**src/rtl/sram_access_seq.sv**
```systemverilog
// ---------------------------------------------------------------------------
// sram_access_seq
//
// Sequencing master for the SRAM slave wrapper. It turns single-word host
// requests into timed SRAM cycles. Each cycle has a SETUP phase (chip select
// only), a PULSE phase (read or write strobe) and a HOLD phase (chip select
// only). Read data is returned with a one-cycle response pulse. A fill engine
// writes one byte value to every address from 0 to FILL_LAST.
//
// Handshake: a request transfers on a rising edge where req_valid and
// req_ready are both 1. req_ready is 1 only in IDLE when no fill is running.
// Once req_valid is raised, the host holds it and the request fields stable
// until the transfer edge. fill_start is sampled under the same req_ready
// condition. If fill_start and req_valid are both high, fill_start wins.
//
// Ports:
//   clk, reset_n          clock, asynchronous active-low reset
//   req_valid/req_ready   host request handshake
//   req_write             1 = write, 0 = read
//   req_addr, req_wdata   request address and write data
//   rsp_valid, rsp_rdata  one-cycle read response and the captured data
//   fill_start            start a fill (sampled while req_ready = 1)
//   fill_value            fill byte, captured at start
//   fill_busy, fill_done  fill in progress / one-cycle completion pulse
//   m_*                   active-low strobes, address and data to the wrapper
//   m_readdata            read data from the wrapper
//
// SETUP_CYC, PULSE_CYC and HOLD_CYC must each be at least 1.
// ---------------------------------------------------------------------------
module sram_access_seq #(
    parameter int              ADDR_W    = 17,
    parameter int              DATA_W    = 8,
    parameter int              SETUP_CYC = 1,
    parameter int              PULSE_CYC = 2,
    parameter int              HOLD_CYC  = 1,
    parameter longint unsigned FILL_LAST = (64'd1 << ADDR_W) - 64'd1
) (
    input  logic              clk,
    input  logic              reset_n,
    input  logic              req_valid,
    output logic              req_ready,
    input  logic              req_write,
    input  logic [ADDR_W-1:0] req_addr,
    input  logic [DATA_W-1:0] req_wdata,
    output logic              rsp_valid,
    output logic [DATA_W-1:0] rsp_rdata,
    input  logic              fill_start,
    input  logic [DATA_W-1:0] fill_value,
    output logic              fill_busy,
    output logic              fill_done,
    output logic              m_chipselect_n,
    output logic              m_byteenable_n,
    output logic              m_write_n,
    output logic              m_read_n,
    output logic [ADDR_W-1:0] m_address,
    output logic [DATA_W-1:0] m_writedata,
    input  logic [DATA_W-1:0] m_readdata
);

    typedef enum logic [1:0] {
        ST_IDLE  = 2'd0,
        ST_SETUP = 2'd1,
        ST_PULSE = 2'd2,
        ST_HOLD  = 2'd3
    } state_t;

    localparam int                CNT_W    = 16;
    localparam logic [CNT_W-1:0]  SETUP_LD = CNT_W'(SETUP_CYC - 1);
    localparam logic [CNT_W-1:0]  PULSE_LD = CNT_W'(PULSE_CYC - 1);
    localparam logic [CNT_W-1:0]  HOLD_LD  = CNT_W'(HOLD_CYC - 1);
    localparam logic [ADDR_W-1:0] FILL_END = ADDR_W'(FILL_LAST);

    // Architectural state. m_address and m_writedata also serve as the
    // latched access address and data. During a fill, m_address is the fill
    // address counter.
    state_t           state, state_n;
    logic [CNT_W-1:0] cnt, cnt_n;
    logic             acc_write, acc_write_n;
    logic             fill_busy_n;
    logic [ADDR_W-1:0] addr_n;
    logic [DATA_W-1:0] wdata_n;
    logic             phase_end;

    // Next values of the registered outputs.
    logic              cs_n_d;
    logic              write_n_d;
    logic              read_n_d;
    logic              ready_d;
    logic              rsp_valid_d;
    logic [DATA_W-1:0] rsp_rdata_d;
    logic              fill_done_d;

    // The phase counter counts down to zero. It is reloaded on each phase entry.
    assign phase_end = (cnt == '0);

    // ---------------- state register ----------------
    always_ff @(posedge clk or negedge reset_n) begin
        if (!reset_n) begin
            state       <= ST_IDLE;
            cnt         <= '0;
            acc_write   <= 1'b0;
            fill_busy   <= 1'b0;
            m_address   <= '0;
            m_writedata <= '0;
        end else begin
            state       <= state_n;
            cnt         <= cnt_n;
            acc_write   <= acc_write_n;
            fill_busy   <= fill_busy_n;
            m_address   <= addr_n;
            m_writedata <= wdata_n;
        end
    end

    // ---------------- next-state logic ----------------
    always_comb begin
        state_n     = state;
        cnt_n       = cnt;
        acc_write_n = acc_write;
        fill_busy_n = fill_busy;
        addr_n      = m_address;
        wdata_n     = m_writedata;

        case (state)
            ST_IDLE: begin
                if (req_ready && fill_start) begin
                    // A fill is a run of writes starting at address 0.
                    state_n     = ST_SETUP;
                    cnt_n       = SETUP_LD;
                    acc_write_n = 1'b1;
                    fill_busy_n = 1'b1;
                    addr_n      = '0;
                    wdata_n     = fill_value;
                end else if (req_ready && req_valid) begin
                    state_n     = ST_SETUP;
                    cnt_n       = SETUP_LD;
                    acc_write_n = req_write;
                    addr_n      = req_addr;
                    wdata_n     = req_wdata;
                end
            end
            ST_SETUP: begin
                if (phase_end) begin
                    state_n = ST_PULSE;
                    cnt_n   = PULSE_LD;
                end else begin
                    cnt_n = cnt - 1'b1;
                end
            end
            ST_PULSE: begin
                if (phase_end) begin
                    state_n = ST_HOLD;
                    cnt_n   = HOLD_LD;
                end else begin
                    cnt_n = cnt - 1'b1;
                end
            end
            ST_HOLD: begin
                if (phase_end) begin
                    if (fill_busy && (m_address != FILL_END)) begin
                        // The next fill word starts with no IDLE gap.
                        state_n = ST_SETUP;
                        cnt_n   = SETUP_LD;
                        addr_n  = m_address + 1'b1;
                    end else begin
                        state_n     = ST_IDLE;
                        fill_busy_n = 1'b0;
                    end
                end else begin
                    cnt_n = cnt - 1'b1;
                end
            end
            default: begin
                state_n = ST_IDLE;
            end
        endcase
    end

    // ---------------- output logic ----------------
    // Outputs are decoded from the next state and then registered. This way
    // each strobe changes on the same edge as the phase it belongs to.
    always_comb begin
        cs_n_d      = (state_n == ST_IDLE);
        write_n_d   = !((state_n == ST_PULSE) && acc_write_n);
        read_n_d    = !((state_n == ST_PULSE) && !acc_write_n);
        ready_d     = (state_n == ST_IDLE) && !fill_busy_n;
        // Read data is captured on the edge that leaves the last PULSE cycle.
        rsp_valid_d = (state == ST_PULSE) && phase_end && !acc_write;
        rsp_rdata_d = rsp_valid_d ? m_readdata : rsp_rdata;
        // fill_done marks the last HOLD cycle of the final fill word.
        // The pulse therefore falls inside the fill_busy window.
        fill_done_d = fill_busy_n && (state_n == ST_HOLD) && (cnt_n == '0)
                      && (addr_n == FILL_END);
    end

    always_ff @(posedge clk or negedge reset_n) begin
        if (!reset_n) begin
            m_chipselect_n <= 1'b1;
            m_byteenable_n <= 1'b1;
            m_write_n      <= 1'b1;
            m_read_n       <= 1'b1;
            req_ready      <= 1'b0;
            rsp_valid      <= 1'b0;
            rsp_rdata      <= '0;
            fill_done      <= 1'b0;
        end else begin
            m_chipselect_n <= cs_n_d;
            m_byteenable_n <= cs_n_d;
            m_write_n      <= write_n_d;
            m_read_n       <= read_n_d;
            req_ready      <= ready_d;
            rsp_valid      <= rsp_valid_d;
            rsp_rdata      <= rsp_rdata_d;
            fill_done      <= fill_done_d;
        end
    end

endmodule

```
**config.mk**
```make
export PLATFORM = sky130hd
export DESIGN_NAME = sram_access_seq
export DESIGN_NICKNAME = d
export VERILOG_FILES = /design/src/rtl/sram_access_seq.sv
export SDC_FILE = /design/constraint.sdc
export NUM_CORES = 1
export LEC_CHECK = 0
export BUFFER_PORTS_ARGS = -buffer_cell sky130_fd_sc_hd__buf_2
export CAP_MARGIN = 20
export CORE_MARGIN = 2
export CORE_UTILIZATION = 54
export CTS_CLUSTER_DIAMETER = 150
export CTS_CLUSTER_SIZE = 30
export DETAILED_ROUTE_END_ITERATION = 7
export PLACE_DENSITY = 0.81
export SLEW_MARGIN = 25
export SYNTH_ARGS = -nofsm -noshare
export SYNTH_HDL_FRONTEND = slang
export SYNTH_SLANG_ARGS = --single-unit
export TNS_END_PERCENT = 50
```
**constraint.sdc**
```tcl
create_clock -name clk -period 5.16 [get_ports clk]
set_input_delay 1.548 -clock clk [delete_from_list [all_inputs] [get_ports clk]]
set_output_delay 1.548 -clock clk [all_outputs]
set_load 0.02 [all_outputs]
```
==> results of run 1 <==
## critical path, cell delays in order, from the launching register on
cell      delay (ns)
dfrtp_1         0.46
ha_1            0.31
nand4_1         0.16
nor3_1          0.10
ha_1            0.22
nand2b_1        0.30
nand2_1         0.20
o31ai_1         0.22
a221o_1         0.43
or4b_1          0.46
or4b_1          0.52
nor4_1          0.31
## registers in the layout, summed over array words and instances, names as in the netlist
| name | cells |
|---|---|
| m_writedata | 8 |
| rsp_valid | 1 |
| rsp_rdata | 8 |
| acc_write | 1 |
| m_read_n | 1 |
| m_address | 17 |
| fill_busy | 1 |
| req_ready | 1 |
| m_byteenable_n | 1 |
| cnt | 16 |
| fill_done | 1 |
| m_write_n | 1 |
| state | 2 |
## final cells by class
| class | instances | area share [%] |
|---|---|---|
| clock inverter | 4 | 0.5958 |
| sequential | 59 | 35.24 |
| clock buffer | 12 | 3.694 |
| tap | 77 | 2.294 |
| timing repair buffer | 89 | 10.78 |
| multi-input combinational | 289 | 46.23 |
| inverter | 13 | 1.162 |
## path summary, 6_finish.rpt
path / from / end / slack (ns) / cells after the start
worst max register to register: m_address[0] / fill_done / 1.37 / 11
worst min-delay path: m_writedata[7] / m_writedata[7] / 0.48 / 2
min in group asynchronous: reset_n / m_address[8] / 1.19 / 1
worst min register to register: m_writedata[7] / m_writedata[7] / 0.48 / 2
worst max-delay path: m_address[0] / fill_done / 1.37 / 11
max in group asynchronous: reset_n / m_address[2] / 3.10 / 2
## layout by cell type (no fill, tap or decap), drive strengths merged, types with 3 or more instances in the layout
cell,count
o211ai,4
nor4,9
or2,3
nand4,18
inv,13
clkbuf,12
buf,89
a211oi,5
nor2b,3
a31oi,9
nand3,10
o311ai,4
a21oi,10
or4,5
nand2,44
mux2i,10
o41a,3
nor2,25
o2bb2ai,3
mux2,10
and2,3
dfrtp,56
a21o,4
dfstp,3
ha,7
a22oi,9
nand2b,6
nor3,10
o21ai,23
and3,3
o31ai,3
a221o,4
or3,5
and4,4
## logic make-up after synthesis
| group | share of synthesized area, % |
|---|---|
| xor gates and xnor gates | 0.2463 |
| adders and majority gates | 2.462 |
| DFF | 41.61 |
| and+or+nand+nor | 26.13 |
| buffers and inverters | 3.799 |
| AOI/OAI and AO/OA | 19.77 |
| muxes | 5.980 |
## synthesized netlist by cell type (3+ instances only)
library cell  instances  area, um^2
and4_1                4       35.03
o41a_1                3       33.78
nor4_4                3       63.81
clkbuf_1             17       63.81
and2_1                3       18.77
a221o_1               4       40.04
a211oi_1              5       37.54
nor3_1               10       50.05
mux2i_1              10       100.1
nor2_1               25       93.84
o311ai_0              3       26.28
or3_1                 5       31.28
a31oi_1               9       56.30
nor4_1                6       37.54
a22oi_1               9       67.56
mux2_2                8       90.09
o2bb2ai_1             3       26.28
nand2_1              44       165.2
buf_2                 3       15.01
nand4_1              18       112.6
o21ai_1               3       15.01
or4_1                 4       30.03
o31ai_1               3       22.52
inv_1                13       48.80
nand3_1              10       50.05
dfrtp_1              56        1401
and3_1                3       18.77
o211ai_1              4       30.03
nand2b_1              6       37.54
a21o_1                4       30.03
o21ai_0              20       100.1
nor2b_1               3       18.77
a21oi_1              10       50.05
dfstp_2               3       78.83
ha_1                  7       87.58
## power by group
group / total, mW / switching [mW] / internal (mW)
logic: 0.0547 / 0.0316 / 0.0231
registers: 0.475 / 0.00638 / 0.469
clock network: 0.383 / 0.184 / 0.199
total: 0.912 / 0.222 / 0.690
## through the flow
stage          instances  setup WS [ns]  util, %  cell area, um^2  power, mW
2_1_floorplan        382          1.345        -             3557     0.5017
3_3_place_gp         527          1.186    63.31             4020     0.5356
3_5_place_dp         527          1.064    63.31             4020     0.5383
4_1_cts              543          1.400    66.15             4200     0.9190
5_1_grt              543          1.156    66.15             4200     0.9478
6_report             543          1.367    66.15             4200     0.9122
## metal layers
| metal | vias up | share of wire [%] | wire (um) | GRT usage, % |
|---|---|---|---|---|
| met1 | 1659 | 45 | 4361 | 40.68 |
| met4 | 0 | 1.9 | 184 | 10.10 |
| met5 | - | 0 | 0 | 0 |
| li1 | 1615 | - | - | - |
| met3 | 20 | 7.4 | 725 | 5.934 |
| met2 | 177 | 46 | 4480 | 41.62 |
==> results.sh, run 1 <==
export IMPL_ys_types=65
export IMPL_ir_drop_mv=0.1931
export IMPL_maxCapViolations=0
export IMPL_syn_num_nets=435
export IMPL_syn_avg_cell_area_um2=9.312
export IMPL_final_nets=514
export IMPL_rsz0062_at_grt="false"
export IMPL_num_vias=3471
export IMPL_gp_congestion=0.9197
export IMPL_fin_hold_ws_ns=0.4825
export IMPL_crit_type="flip-flop to flip-flop"
export IMPL_postSynthCellCount=382
export IMPL_multi_input_area_mm2=0.001942
export IMPL_ant_nets=0
export IMPL_area_growth_pct=18.08
export IMPL_cp_arrival_ns=4.02
export IMPL_min_period_over_period_pct=73.51
export IMPL_setup_viol=0
export IMPL_clk_latency_ns=0.33
export IMPL_hpwlAfterDp_um=7106
export IMPL_synth_edff_count=0
export IMPL_tightest_slew_ns=0.8749
export IMPL_leakage_nw=1.919
export IMPL_period_needed_ns=3.793
export IMPL_drive_gt1_share_pct=26.82
export IMPL_ios=87
export IMPL_drt_total_wl_um=9752
export IMPL_numCtsBuffers=9
export IMPL_regArea_mm2=0.001480
export IMPL_ctsResizeCount=0
export IMPL_cp_start_kind="flip-flop"
export IMPL_grt_max_degree=37
export IMPL_syn_area_mm2=0.003557
export IMPL_core_mm2=0.006350
export IMPL_post_cts_setup_buffers=0
export IMPL_drt_initial_drc_count=313
export IMPL_clock_sinks=59
export IMPL_die_w_um=85.16
export IMPL_grt_antenna_before_repair=0
export IMPL_cts_clk_slew_worst_paths_ns=0.07
export IMPL_viasPerCell=6.392
export IMPL_ys_ff_latch=59
export IMPL_fp_row_count=29
export IMPL_cts_buffer_depth=2
export IMPL_antenna_cells=0
export IMPL_port_buffers=86
export IMPL_ys_seq_area_share_pct=41.61
export IMPL_grt_pass1_vias=3303
export IMPL_initial_core_util_pct=56.02
export IMPL_fillCellCount=500
export IMPL_hold_viol=0
export IMPL_clockRootBuffer="clkbuf_8"
export IMPL_post_drt_wl_per_cell_um=17.96
export IMPL_p_per_area_mw_per_mm2=217.2
export IMPL_die_h_um=85.16
export IMPL_grt_pass1_wl_um=16110
export IMPL_yosys_warnings=0
export IMPL_remaining_drc_errors=0
export IMPL_synthArstFlopShare_pct=100.0
export IMPL_clock_fmax_ghz=0.2636
export IMPL_dr_pass1_iters=5
export IMPL_cp_max_fo=9
export IMPL_globalRouteOverflowTotal=0
export IMPL_track_usage_pct=28.03
export IMPL_drv_slew=0
export IMPL_dieArea_mm2=0.007252
export IMPL_cts_max_level=3
export IMPL_finalSetupTns_ns=0
export IMPL_synth_main_ff_cell="dfrtp_1"
export IMPL_run_status="completed"
export IMPL_hold_buffers=0
export IMPL_hold_path_class="flip-flop to flip-flop"
export IMPL_cts_tree="done"
export IMPL_slew_headroom_pct=41.17
export IMPL_cp_end_kind="flip-flop"
export IMPL_crit_required_ns=5.39
export IMPL_skew_ns=0.007144
Power figures use the tool's default switching activity.
==> run 2: changes to the inputs <==
- ABC_AREA: default -> 1
- PLACE_DENSITY: 0.81 -> 0.8
- clock period: 5.16 -> 3.6 ns (I/O delays scaled with it)
==> run 2 against run 1 <==
Compared with the run above:
- combinational power fell by 21%
- routed wire length rose by 11%
- largest power group unchanged
- global-route usage rose by 0.74 points
- cell area rose by 8.7%
- critical endpoint unchanged
- sequential cell count did not move
- sequential power grew 40%
- via count rose by 20%
- die area up 9.5%
- fmax grew 29%
- register-to-register slack worse by 0.71 ns
- hold slack got worse by 0.0068 ns
==> results.sh, run 2 <==
export IMPL_ir_drop_mv=0.2194
export IMPL_yosys_warnings=0
export IMPL_tightest_slew_ns=0.5960
export IMPL_dr_pass1_iters=5
export IMPL_final_nets=706
export IMPL_finalSetupTns_ns=0
export IMPL_min_period_over_period_pct=81.85
export IMPL_rsz0062_at_grt="false"
export IMPL_hold_buffers=0
export IMPL_syn_avg_cell_area_um2=6.900
export IMPL_postSynthCellCount=567
export IMPL_fp_row_count=31
export IMPL_cts_tree="done"
export IMPL_yosys_top_cells_count="nand2_1 (189), nor2_1 (76), nand3_1 (57)"
export IMPL_clockRootBuffer="clkbuf_8"
export IMPL_reg_top3="m_address: 17 flops, cnt: 16 flops"
export IMPL_numCtsBuffers=9
export IMPL_synthArstFlopShare_pct=100.0
export IMPL_ios=87
export IMPL_post_drt_wl_per_cell_um=14.26
export IMPL_synth_most_common_cell="nand2_1"
export IMPL_skew_ns=0.01485
export IMPL_drive_gt1_share_pct=22.04
export IMPL_drv_slew=0
export IMPL_yosys_area_top_type="dfrtp_1"
export IMPL_place_area_mm2=0.004404
export IMPL_ant_nets=0
export IMPL_crit_type="flip-flop to flip-flop"
export IMPL_ctsResizeCount=0
export IMPL_maxCapViolations=0
export IMPL_post_cts_setup_buffers=0
export IMPL_grt_pass1_wl_um=17560
export IMPL_most_common_layout_cells="nand2_1 (189), buf_2 (86), nor2_1 (76), nand3_1 (57), dfrtp_1 (56)"
export IMPL_track_usage_pct=28.77
export IMPL_setup_viol=0
export IMPL_fin_area_mm2=0.004566
export IMPL_initial_core_util_pct=54.82
export IMPL_clock_fmax_ghz=0.3394
export IMPL_hold_path_class="flip-flop to flip-flop"
export IMPL_cp_start_kind="flip-flop"
export IMPL_period_needed_ns=2.947
export IMPL_core_mm2=0.007137
export IMPL_area_growth_pct=16.69
export IMPL_num_vias=4163
export IMPL_final_common_cell="nand2_1"
export IMPL_cts_clk_slew_worst_paths_ns=0.08
export IMPL_synth_main_ff_cell="dfrtp_1"
export IMPL_slew_headroom_pct=60.22
export IMPL_die_w_um=89.12
export IMPL_viasPerCell=5.499
export IMPL_largest_register="m_address"
export IMPL_hpwlAfterDp_um=7900
export IMPL_dieArea_mm2=0.007942
export IMPL_grt_max_degree=57
export IMPL_die_h_um=89.12
export IMPL_multi_input_area_mm2=0.002100
export IMPL_p_per_area_mw_per_mm2=269.7
export IMPL_cts_max_level=3
export IMPL_synth_edff_count=0
export IMPL_syn_num_nets=620
export IMPL_post_synth_top_area_fraction_pct=35.82
export IMPL_synth_area_leaders="dfrtp_1 (36%), nand2_1 (18%), nand3_1 (7.3%), nor2_1 (7.3%), inv_1 (5.0%)"
export IMPL_grt_antenna_before_repair=0
export IMPL_leakage_nw=2.464
export IMPL_cts_buffer_depth=2
export IMPL_clk_latency_ns=0.35
export IMPL_port_buffers=86
export IMPL_globalRouteOverflowTotal=0
export IMPL_crit_required_ns=3.89
export IMPL_gp_congestion=0.9236
export IMPL_ys_ff_latch=59
export IMPL_ys_types=36
export IMPL_cp_max_fo=6
export IMPL_antenna_cells=0
export IMPL_remaining_drc_errors=0
export IMPL_ys_seq_area_share_pct=37.83
export IMPL_run_status="completed"
export IMPL_cp_arrival_ns=3.23
export IMPL_fillCellCount=676
export IMPL_hold_viol=0
export IMPL_drt_total_wl_um=10800
export IMPL_clock_sinks=59
export IMPL_syn_area_mm2=0.003913
export IMPL_cp_end_kind="flip-flop"
export IMPL_largest_reg_flops=17
export IMPL_drt_initial_drc_count=459
export IMPL_grt_pass1_vias=3733
export IMPL_regArea_mm2=0.001480
## run 2: changes by cell type in the layout (fill, tap and decap cells not counted), sizes merged, moves of 9 or more
cell   change
mux2      -10
nand4      -9
mux2i     -10
inv       +47
nand2    +156
nor2      +61
nand3     +50
nor4       -9
## run 2: kinds of logic after synthesis
logic type               Yosys count  share of synthesized area [%]
flip-flops                        59                          37.83
buffers and inverters             77                          8.507
adder cells (fa/ha/maj)            7                          2.238
AO/OA/AOI/OAI                     54                          9.114
XOR/XNOR                           5                          1.119
AND/OR/NAND/NOR                  365                          41.19
## run 2: final timing paths
path	from	to	slack (ns)	cells after the start
hold / removal	rsp_rdata[5]	rsp_rdata[5]	0.48	2
hold reg to reg	rsp_rdata[5]	rsp_rdata[5]	0.48	2
setup reg to reg	m_address[0]	fill_done	0.65	19
max in group asynchronous	reset_n	m_read_n	2.51	2
setup / recovery	m_address[0]	fill_done	0.65	19
min in group asynchronous	reset_n	m_writedata[4]	0.54	1
## run 2: metrics by stage
step	hold WS [ns]	std cells	setup slack, ns	power (mW)	utilization, %
2_1_floorplan	0.4704	567	1.129	0.6792	-
3_3_place_gp	0.4527	741	0.7361	0.7195	61.71
3_5_place_dp	0.4585	741	0.6621	0.7199	61.71
4_1_cts	0.4811	757	0.7213	1.241	63.97
5_1_grt	0.5196	757	0.4283	1.274	63.97
6_report	0.4757	757	0.6535	1.232	63.97
## run 2: worst max-delay path: stages (launching register included)
cell and delay (ns):
dfrtp_1 0.43, ha_1 0.25, nand3_1 0.13, inv_1 0.08, nand2_1 0.11, nor3_1 0.07
ha_1 0.22, nor2_2 0.29, nor2_1 0.14, nand3_1 0.11, nand2_1 0.10, inv_2 0.09
nand2_1 0.05, nand3_1 0.10, nand2_1 0.07, nor2_1 0.20, nand2_1 0.11, nor2_1 0.15
nand3_1 0.09, nor2_1 0.09
## run 2: final cells by class
type | instances | share of cell area, %
clock buffer | 11 | 2.877
clock inverter | 5 | 0.6577
inverter | 64 | 5.317
multi-input combinational | 431 | 45.99
sequential | 59 | 32.42
tap | 99 | 2.713
timing repair buffer | 88 | 10.03
## run 2: routing by layer
metal  track usage (%)  vias to the layer above  part of all wire, %
li1                  -                     1995                    -
met5                 0                        -                    0
met1             41.79                     1894                   44
met4             13.98                        0                  2.5
met2             40.94                      241                   44
met3             5.725                       33                  9.4
## run 2: power breakdown
group          switching (mW)  internal [mW]  total [mW]  leakage [nW]
clock network           0.279          0.246       0.525        0.0791
registers                   0          0.663       0.663         0.680
logic                  0.0230         0.0204      0.0434          1.70
total                   0.302          0.929        1.23          2.46
==> run 3: changes to the inputs <==
- clock period: 3.6 -> 2.75 ns (I/O delays scaled with it)
==> run 3 against run 2 <==
Compared with the run above:
- final cell count rose by 1.8%
- clock power rose by 75%
- power rose by 49%
- routed wire length barely moved
- global-route usage fell by 0.26 points
- fmax rose by 15%
- die area did not move
- sequential power rose by 31%
==> results.sh, run 3 (same netlist as run 2, synthesis figures left out) <==
export IMPL_most_common_layout_cells="nand2_1 (188), buf_2 (86), nor2_1 (74), dfrtp_1 (56), nand3_1 (54)"
export IMPL_multi_input_area_mm2=0.002142
export IMPL_drt_initial_drc_count=313
export IMPL_fillCellCount=659
export IMPL_cp_start_kind="flip-flop"
export IMPL_cts_buffer_depth=2
export IMPL_die_w_um=89.12
export IMPL_num_vias=4153
export IMPL_min_period_over_period_pct=92.80
export IMPL_crit_top_cell="nand2_1"
export IMPL_setup_viol=0
export IMPL_rsz0062_at_grt="false"
export IMPL_crit_path_cell_trace="ha_2 > nand3_2 > inv_2 > nand2_1 > nor3_2 > ha_2 > inv_2 > nand2_2 > nor2_1 > nand3_2 > nor2_4 > nand2_1 > nand2_1 > nand3_1 > a21oi_2 > nand2_1 > nor2_1 > nand3_1 > nor2_1"
export IMPL_fp_row_count=31
export IMPL_grt_pass1_vias=3732
export IMPL_port_buffers=86
export IMPL_viasPerCell=5.387
export IMPL_r2r_end="fill_done"
export IMPL_cts_max_level=3
export IMPL_clockRootBuffer="clkbuf_8"
export IMPL_area_growth_pct=21.84
export IMPL_maxCapViolations=0
export IMPL_hold_path_class="primary input to async pin"
export IMPL_dr_pass1_iters=5
export IMPL_layout_setup_ws_ns=0.1980
export IMPL_hold_buffers=0
export IMPL_initial_core_util_pct=54.82
export IMPL_r2r_slack_ns=0.20
export IMPL_antenna_cells=0
export IMPL_cts_tree="done"
export IMPL_hold_viol=0
export IMPL_cp_slowest_stage_delay_ns=0.39
export IMPL_cp_max_fo=5
export IMPL_grt_pass1_wl_um=17340
export IMPL_dieArea_mm2=0.007942
export IMPL_reg_top3="m_address: 17 flops, cnt: 16 flops"
export IMPL_run_status="completed"
export IMPL_cts_clk_slew_worst_paths_ns=0.07
export IMPL_largest_reg_flops=17
export IMPL_clk_latency_ns=0.34
export IMPL_regArea_mm2=0.001480
export IMPL_grt_antenna_before_repair=0
export IMPL_dp_slack_ns=0.01236
export IMPL_drt_total_wl_um=10790
export IMPL_crit_type="flip-flop to flip-flop"
export IMPL_p_per_area_mw_per_mm2=386.1
export IMPL_fin_util_pct=66.80
export IMPL_cp_slowest_cell="dfrtp_1"
export IMPL_grt_max_degree=29
export IMPL_cp_startpoint="m_address[0]"
export IMPL_cp_arrival_ns=2.83
export IMPL_remaining_drc_errors=0
export IMPL_core_mm2=0.007137
export IMPL_clock_sinks=59
export IMPL_period_needed_ns=2.552
export IMPL_ir_drop_mv=0.3035
export IMPL_final_common_cell="nand2_1"
export IMPL_crit_required_ns=3.03
export IMPL_crit_end="fill_done"
export IMPL_tightest_slew_ns=0.4230
export IMPL_skew_ns=0.009721
export IMPL_slew_headroom_pct=71.62
export IMPL_hpwlAfterDp_um=8279
export IMPL_globalRouteOverflowTotal=0
export IMPL_final_nets=720
export IMPL_largest_register="m_address"
export IMPL_timing_rr_start="m_address[0]"
export IMPL_clock_fmax_ghz=0.3918
export IMPL_gp_congestion=0.9568
export IMPL_cp_end_kind="flip-flop"
export IMPL_numCtsBuffers=9
export IMPL_post_drt_wl_per_cell_um=14.00
export IMPL_finalSetupTns_ns=0
export IMPL_die_h_um=89.12
export IMPL_drv_slew=0
export IMPL_leakage_nw=2.557
export IMPL_track_usage_pct=28.51
export IMPL_ios=87
export IMPL_reg2reg_depth=19
export IMPL_finalPower_mw=1.840
export IMPL_drive_gt1_share_pct=25.30
export IMPL_ant_nets=0
-- run 3: cell type report --
cell class                      count  area share, %
Clock inverter                      4          1.522
Inverter                           64          5.092
Clock buffer                       12          3.255
Sequential cell                    59          31.05
Tap cell                           99          2.598
Timing Repair Buffer              102          11.55
Multi-Input combinational cell    431          44.93
-- run 3: through the flow --
stage | hold slack (ns) | instances | area, um^2
after detailed placement | 0.4575 | 754 | 4489
after global routing | 0.4054 | 771 | 4767
after global placement | 0.4531 | 754 | 4489
final | 0.3899 | 771 | 4767
after floorplan | 0.4704 | 567 | 3913
after CTS | 0.3951 | 771 | 4732
-- run 3: how the worst min path moves through the flow --
| stage | from | to | slack (ns) | cells after the start |
|---|---|---|---|---|
| 2_1_floorplan | acc_write | rsp_valid | 0.47 | 1 |
| 3_3_place_gp | rsp_rdata[0] | rsp_rdata[0] | 0.45 | 2 |
| 3_5_place_dp | rsp_rdata[2] | rsp_rdata[2] | 0.46 | 2 |
| 4_1_cts | reset_n | cnt[15] | 0.40 | 1 |
| 5_1_grt | reset_n | m_writedata[5] | 0.41 | 1 |
| 6_report | reset_n | cnt[15] | 0.39 | 1 |
-- run 3: where the power goes --
| part | switching [mW] | leakage, nW | internal (mW) | total [mW] |
|---|---|---|---|---|
| registers | 0 | 0.680 | 0.868 | 0.868 |
| clock network | 0.360 | 0.113 | 0.559 | 0.919 |
| logic | 0.0286 | 1.76 | 0.0255 | 0.0541 |
-- run 3: layer usage --
| layer | wire length (um) | global-route usage (%) |
|---|---|---|
| met4 | 307 | 12.62 |
| met1 | 4830 | 38.91 |
| met3 | 796 | 5.725 |
| met2 | 4858 | 44.04 |
| met5 | 0 | 0 |
-- run 3: critical path, delay by kind of cell, from the launching register on --
family,cells,cell delay [ns]
compound gates,1,0.15
fa+ha+maj,2,0.42
buf+inv,2,0.13
flops,1,0.39
simple gates,14,1.37
-- run 3: timing repair --
action                     4_1_cts  5_1_grt
gates resized for setup          2       10
setup buffers                    1        0
pin swaps                        0        3
setup endpoints to repair        1        1
